File: src/rtl/pipeline_hazard_ctrl.sv
// Pipeline hazard controller for a classic 5-stage pipeline.
// Resolves RAW hazards by forwarding where possible, stalls on load-use and
// branch-compare dependencies, and sequences a halt: once a halt instruction
// is accepted the front end is frozen for DRAIN_CYCLES cycles while older
// instructions retire, then the pipeline stays halted until reset.
//
// Handshake: there is no valid/ready flow here; every output is a per-cycle
// control level. StallF/StallD/FlushE are asserted together, and FlushD is
// never asserted in a cycle where decode is stalled.
module pipeline_hazard_ctrl #(
    parameter int DRAIN_CYCLES = 4,
    parameter int CNT_W        = 16
) (
    input  logic             clk,
    input  logic             rst_n,
    input  logic [4:0]       RsD,
    input  logic [4:0]       RtD,
    input  logic [4:0]       RsE,
    input  logic [4:0]       RtE,
    input  logic [4:0]       WriteRegE,
    input  logic [4:0]       WriteRegM,
    input  logic [4:0]       WriteRegW,
    input  logic             RegWriteE,
    input  logic             RegWriteM,
    input  logic             RegWriteW,
    input  logic             MemtoRegE,
    input  logic             MemtoRegM,
    input  logic             BranchD,
    input  logic             PCSrcD,
    input  logic             JumpD,
    input  logic             HaltD,
    output logic             StallF,
    output logic             StallD,
    output logic             FlushD,
    output logic             FlushE,
    output logic [1:0]       ForwardAE,
    output logic [1:0]       ForwardBE,
    output logic             ForwardAD,
    output logic             ForwardBD,
    output logic             Draining,
    output logic             Halted,
    output logic [CNT_W-1:0] StallCount
);

    localparam int DCW = (DRAIN_CYCLES > 1) ? $clog2(DRAIN_CYCLES) : 1;

    typedef enum logic [1:0] {
        RUN    = 2'd0,
        DRAIN  = 2'd1,
        HALTED = 2'd2
    } state_t;

    state_t           state_q;
    logic [DCW-1:0]   drain_cnt_q;
    logic [CNT_W-1:0] stall_cnt_q;

    logic lwstall;
    logic branchstall;
    logic hazard;
    logic in_run;
    logic halt_take;

    // Execute-stage operand forwarding; the youngest producer (M) wins over W.
    always_comb begin
        ForwardAE = 2'b00;
        ForwardBE = 2'b00;
        if (RsE != 5'd0 && RegWriteM && WriteRegM == RsE)      ForwardAE = 2'b10;
        else if (RsE != 5'd0 && RegWriteW && WriteRegW == RsE) ForwardAE = 2'b01;
        if (RtE != 5'd0 && RegWriteM && WriteRegM == RtE)      ForwardBE = 2'b10;
        else if (RtE != 5'd0 && RegWriteW && WriteRegW == RtE) ForwardBE = 2'b01;
    end

    // Decode-stage comparator forwarding from the M-stage result.
    always_comb begin
        ForwardAD = (RsD != 5'd0) && RegWriteM && (WriteRegM == RsD);
        ForwardBD = (RtD != 5'd0) && RegWriteM && (WriteRegM == RtD);
    end

    // Hazard detection and front-end control; outside RUN the front end is frozen.
    always_comb begin
        lwstall     = MemtoRegE && ((RtE == RsD) || (RtE == RtD));
        branchstall = BranchD &&
                      ((RegWriteE && ((WriteRegE == RsD) || (WriteRegE == RtD))) ||
                       (MemtoRegM && ((WriteRegM == RsD) || (WriteRegM == RtD))));
        hazard      = lwstall || branchstall;
        in_run      = (state_q == RUN);
        StallF      = in_run ? hazard : 1'b1;
        StallD      = StallF;
        FlushE      = StallF;
        FlushD      = in_run && (PCSrcD || JumpD) && !hazard;
        // A stalled halt simply waits; it is accepted on its first unstalled cycle.
        halt_take   = in_run && HaltD && !BranchD && !JumpD && !hazard;
        Draining    = (state_q == DRAIN);
        Halted      = (state_q == HALTED);
    end

    // Halt sequencer: RUN -> DRAIN (DRAIN_CYCLES cycles) -> HALTED until reset.
    always_ff @(posedge clk or negedge rst_n) begin
        if (!rst_n) begin
            state_q     <= RUN;
            drain_cnt_q <= '0;
        end else begin
            case (state_q)
                RUN: begin
                    if (halt_take) begin
                        state_q     <= DRAIN;
                        drain_cnt_q <= DCW'(DRAIN_CYCLES - 1);
                    end
                end
                DRAIN: begin
                    if (drain_cnt_q == '0) begin
                        state_q <= HALTED;
                    end else begin
                        drain_cnt_q <= drain_cnt_q - DCW'(1);
                    end
                end
                HALTED: begin
                    state_q <= HALTED;
                end
                default: begin
                    state_q     <= RUN;
                    drain_cnt_q <= '0;
                end
            endcase
        end
    end

    // Saturating count of hazard stall cycles seen while running.
    always_ff @(posedge clk or negedge rst_n) begin
        if (!rst_n) begin
            stall_cnt_q <= '0;
        end else if (in_run && hazard && (stall_cnt_q != {CNT_W{1'b1}})) begin
            stall_cnt_q <= stall_cnt_q + CNT_W'(1);
        end
    end

    assign StallCount = stall_cnt_q;

endmodule

File: config.mk
export PLATFORM = sky130hd
export DESIGN_NAME = pipeline_hazard_ctrl
export DESIGN_NICKNAME = d
export VERILOG_FILES = /design/src/rtl/pipeline_hazard_ctrl.sv
export SDC_FILE = /design/constraint.sdc
export NUM_CORES = 1
export LEC_CHECK = 0
export ABC_AREA = 1
export CAP_MARGIN = 20
export CORE_MARGIN = 4
export CORE_UTILIZATION = 25
export CTS_CLUSTER_SIZE = 8
export DETAILED_ROUTE_END_ITERATION = 7
export PLACE_DENSITY_LB_ADDON = 0.08
export SYNTH_ARGS = -nofsm -noshare
export SYNTH_HDL_FRONTEND = slang
export SYNTH_SLANG_ARGS = --single-unit
File: constraint.sdc
create_clock -name clk -period 3.3 [get_ports clk]
set_clock_uncertainty 0.1 [all_clocks]
set_input_delay 0.495 -clock clk [delete_from_list [all_inputs] [get_ports clk]]
set_output_delay 0.495 -clock clk [all_outputs]
set_load 0.03 [all_outputs]
==> impl_metrics.csv <==
group,metric,value,unit
power,power.total,1.19,mW
worst_hold_path,whs_endpoint,"drain_cnt_q[1]",
worst_hold_path,min_from,"drain_cnt_q[1]",
clock_network,cts_root_buffer,"clkbuf_8",
grt,grt_max_degree,21,
floorplanning,fp-row-count,33,
synthesis,synth_ff_type,"dfrtp_1",
synthesis,async_flop_share,100,%
synthesis,ys_seq_area_share,24.1,%
layout,seqCellArea,500,um^2
sta,fin_hold_ws,376,ps
sta,fin_tns_setup,0,ps
grt,grt_usage,13.2,%
grt,grt_pass1_wl,11000,um
placement,gp_congestion,0.859,
synthesis,synth.most_common_cell,"nand2_1",
grt,grt_overflow,0,
synthesis,syn_area_per_cell,6.30,um^2
placement,numPortBuffers,73,
power,ir_drop,0.000282,V
worst_setup_path,r2r_start,"StallCount[0]",
floorplanning,die_w,99.2,um
floorplanning,core-area,8130,um^2
clock_network,cts_setup_buffers,0,
worst_hold_path,worstHoldPathCells,2,
drt,firstDrtPassIters,4,
synthesis,synth_fa_ha_area_share,3.01,%
worst_setup_path,r2r_end,"StallCount[14]",
layout,num-fill-cells,881,
drt,wl_per_cell,12.8,um
clock_network,clk_pin_slew,70,ps
sta,hold_viol_final,0,
worst_setup_path,cp.required,2700,ps
worst_setup_path,path_max_fanout,5,
grt,grt_pass1_vias,2261,
placement,place_hpwl,5220,um
sta,fmax,316,MHz
layout,final_util,36.8,%
synthesis,syn_inst,330,
synthesis,synth_cell_types,30,
drt,drt_iter0_markers,105,
synthesis,netlist_area,2080,um^2
worst_setup_path,worstRegToRegCells,9,
flow_run,maxCapViolCount,0,
synthesis,synth_edf_count,0,
worst_setup_path,startpoint_type,"input port",
power,leakage,1.48,nW
drt,routed_wl,6520,um
drt,post-route-drc-count,0,
sta,rsz0062_at_grt,"no",
worst_hold_path,min_path_type,"reg2reg",
sta,fin_crit,3160,ps
layout,fin_nets,455,
floorplanning,fp.dieH,99.2,um
outcome,status,"finished, final reports clean",
worst_setup_path,path_cells,"clkdlybuf4s50_1 -> inv_1 -> nand2_1 -> nand2_1 -> nor2_1 -> nand3_1 -> a311oi_1 -> clkdlybuf4s50_1",
layout,diodes,0,
layout,final_cells,508,
layout,final_cell_area,3000,um^2
synthesis,synth_top_family_by_area,"simple AND/OR/NAND/NOR gates",
synthesis,synth-simple-area-share,43.6,%
clock_network,cts_inserted_buffers,3,
layout,synthToLayoutAreaGrowth,44.1,%
synthesis,synth-xor-area-share,14.3,%
sta,relSlewSlack,38.3,%
clock_network,cts_num_sinks,20,
power,power.density,398,nW/um^2
worst_setup_path,cp_slowest_stage_delay,730,ps
floorplanning,start_util,25.6,%
worst_setup_path,path_class,"in2out",
worst_setup_path,crit_path_end_kind,"primary output",
placement,dpl_cell_area,2920,um^2
synthesis,synthMuxAreaShare,0,%
layout,multiInputGateArea,1380,um^2
synthesis,yosys_register_bits,20,
layout,drive_above_1_share,5.96,%
floorplanning,dieArea,9840,um^2
placement,placedCellCount,504,
sta,setup_violations,0,
sta,maxSlewViolCount,0,
synthesis,synthTopCellsByArea,"dfrtp_1 (24%), nand2_1 (23%), xor2_1 (7.6%)",
drt,ant_nets,0,
sta,period_share,95.8,%
sta,timing.final.ws_setup,138,ps
placement,place_ws,25.8,ps
synthesis,ys_top_cells_by_count,"nand2_1 (125), inv_1 (32), nor2_1 (23)",
synthesis,synth_compound_area_share,5.23,%
clock_network,htree_levels,1,
grt,antenna_found_initial,0,
synthesis,syn-num-nets,381,
sta,tightest_slew,923,ps
clock_network,clkLatencyLatePin,250,ps
synthesis,synth_top_area_share,24.1,%
worst_setup_path,regToRegSetupSlack,1220,ps
worst_setup_path,slowest_stage,"clkdlybuf4s50_1",
clock_network,cts_tree,"done",
clock_network,max-clock-path-buffers,2,
synthesis,yosysTopAreaCell,"dfrtp_1",
floorplanning,io_pins,74,
drt,via_count,2261,
worst_setup_path,critPathArrivalTime,2570,ps
synthesis,yosys_warnings,0,
drt,viasPerCell,4.45,
## how the worst max path moves through the flow
stage | endpoint | from
floorplan | ForwardAE[0] | WriteRegM[4]
global placement | StallF | RsD[3]
detailed placement | FlushE | RsD[3]
CTS | FlushE | RsD[3]
global route | ForwardAE[1] | WriteRegM[1]
finish | ForwardAD | RsD[3]
## logic make-up after synthesis
kind of cell | Yosys count
compound gates | 17
xor+xnor | 34
fa+ha+maj | 5
buf+inv | 48
flops | 20
simple gates | 206
## area by class of cell
type / instances / area share [%]
Timing Repair Buffer: 78 / 26.1
Inverter: 39 / 4.89
Multi-Input combinational cell: 262 / 46.1
Sequential cell: 20 / 16.7
Clock buffer: 4 / 1.84
Tap cell: 105 / 4.38
## worst max-delay path, delay by kind of cell
kind                   cells  cell delay [ps]
AOI/OAI and AO/OA          1              260
buffers and inverters      3             1450
and+or+nand+nor            4              360
## routing by layer
metal | vias up | track usage [%] | part of all wire, %
li1 | 1207 | - | -
met1 | 998 | 18.4 | 49
met2 | 52 | 22.0 | 45
met3 | 4 | 2.17 | 4.9
met4 | 0 | 2.00 | 0.51
met5 | - | 0 | 0
## where the power goes
part	internal (mW)	total, mW	switching [mW]
combinational	0.271	0.675	0.403
clock	0.106	0.186	0.0799
sequential	0.289	0.332	0.0427
total	0.667	1.19	0.526
## timing repair
| action | in CTS | in global routing |
|---|---|---|
| setup endpoints to repair | 0 | 6 |
| hold buffers | 0 | 0 |
| gates resized for setup | 0 | 6 |
## layout by cell type (no fill, tap or decap), types with 2 or more instances in the layout
master and count:
a21oi_1 5, a311oi_1 2, buf_4 5, clkbuf_8 4
clkdlybuf4s50_1 68, dfrtp_1 20, dlymetal6s2s_1 5, ha_1 5
inv_1 32, inv_2 7, nand2_1 125, nand2_2 2
nand3_1 19, nand4_1 20, nor2_1 23, nor3_1 6
nor4_1 3, o2111ai_1 2, o21ai_0 4, o22ai_1 2
or2_2 2, xnor2_1 16, xor2_1 18
## flip-flops by register name (all words and copies together) (netlist names)
name / count
StallCount: 16
drain_cnt_q: 2
state_q: 2
Power figures use the tool's default switching activity.
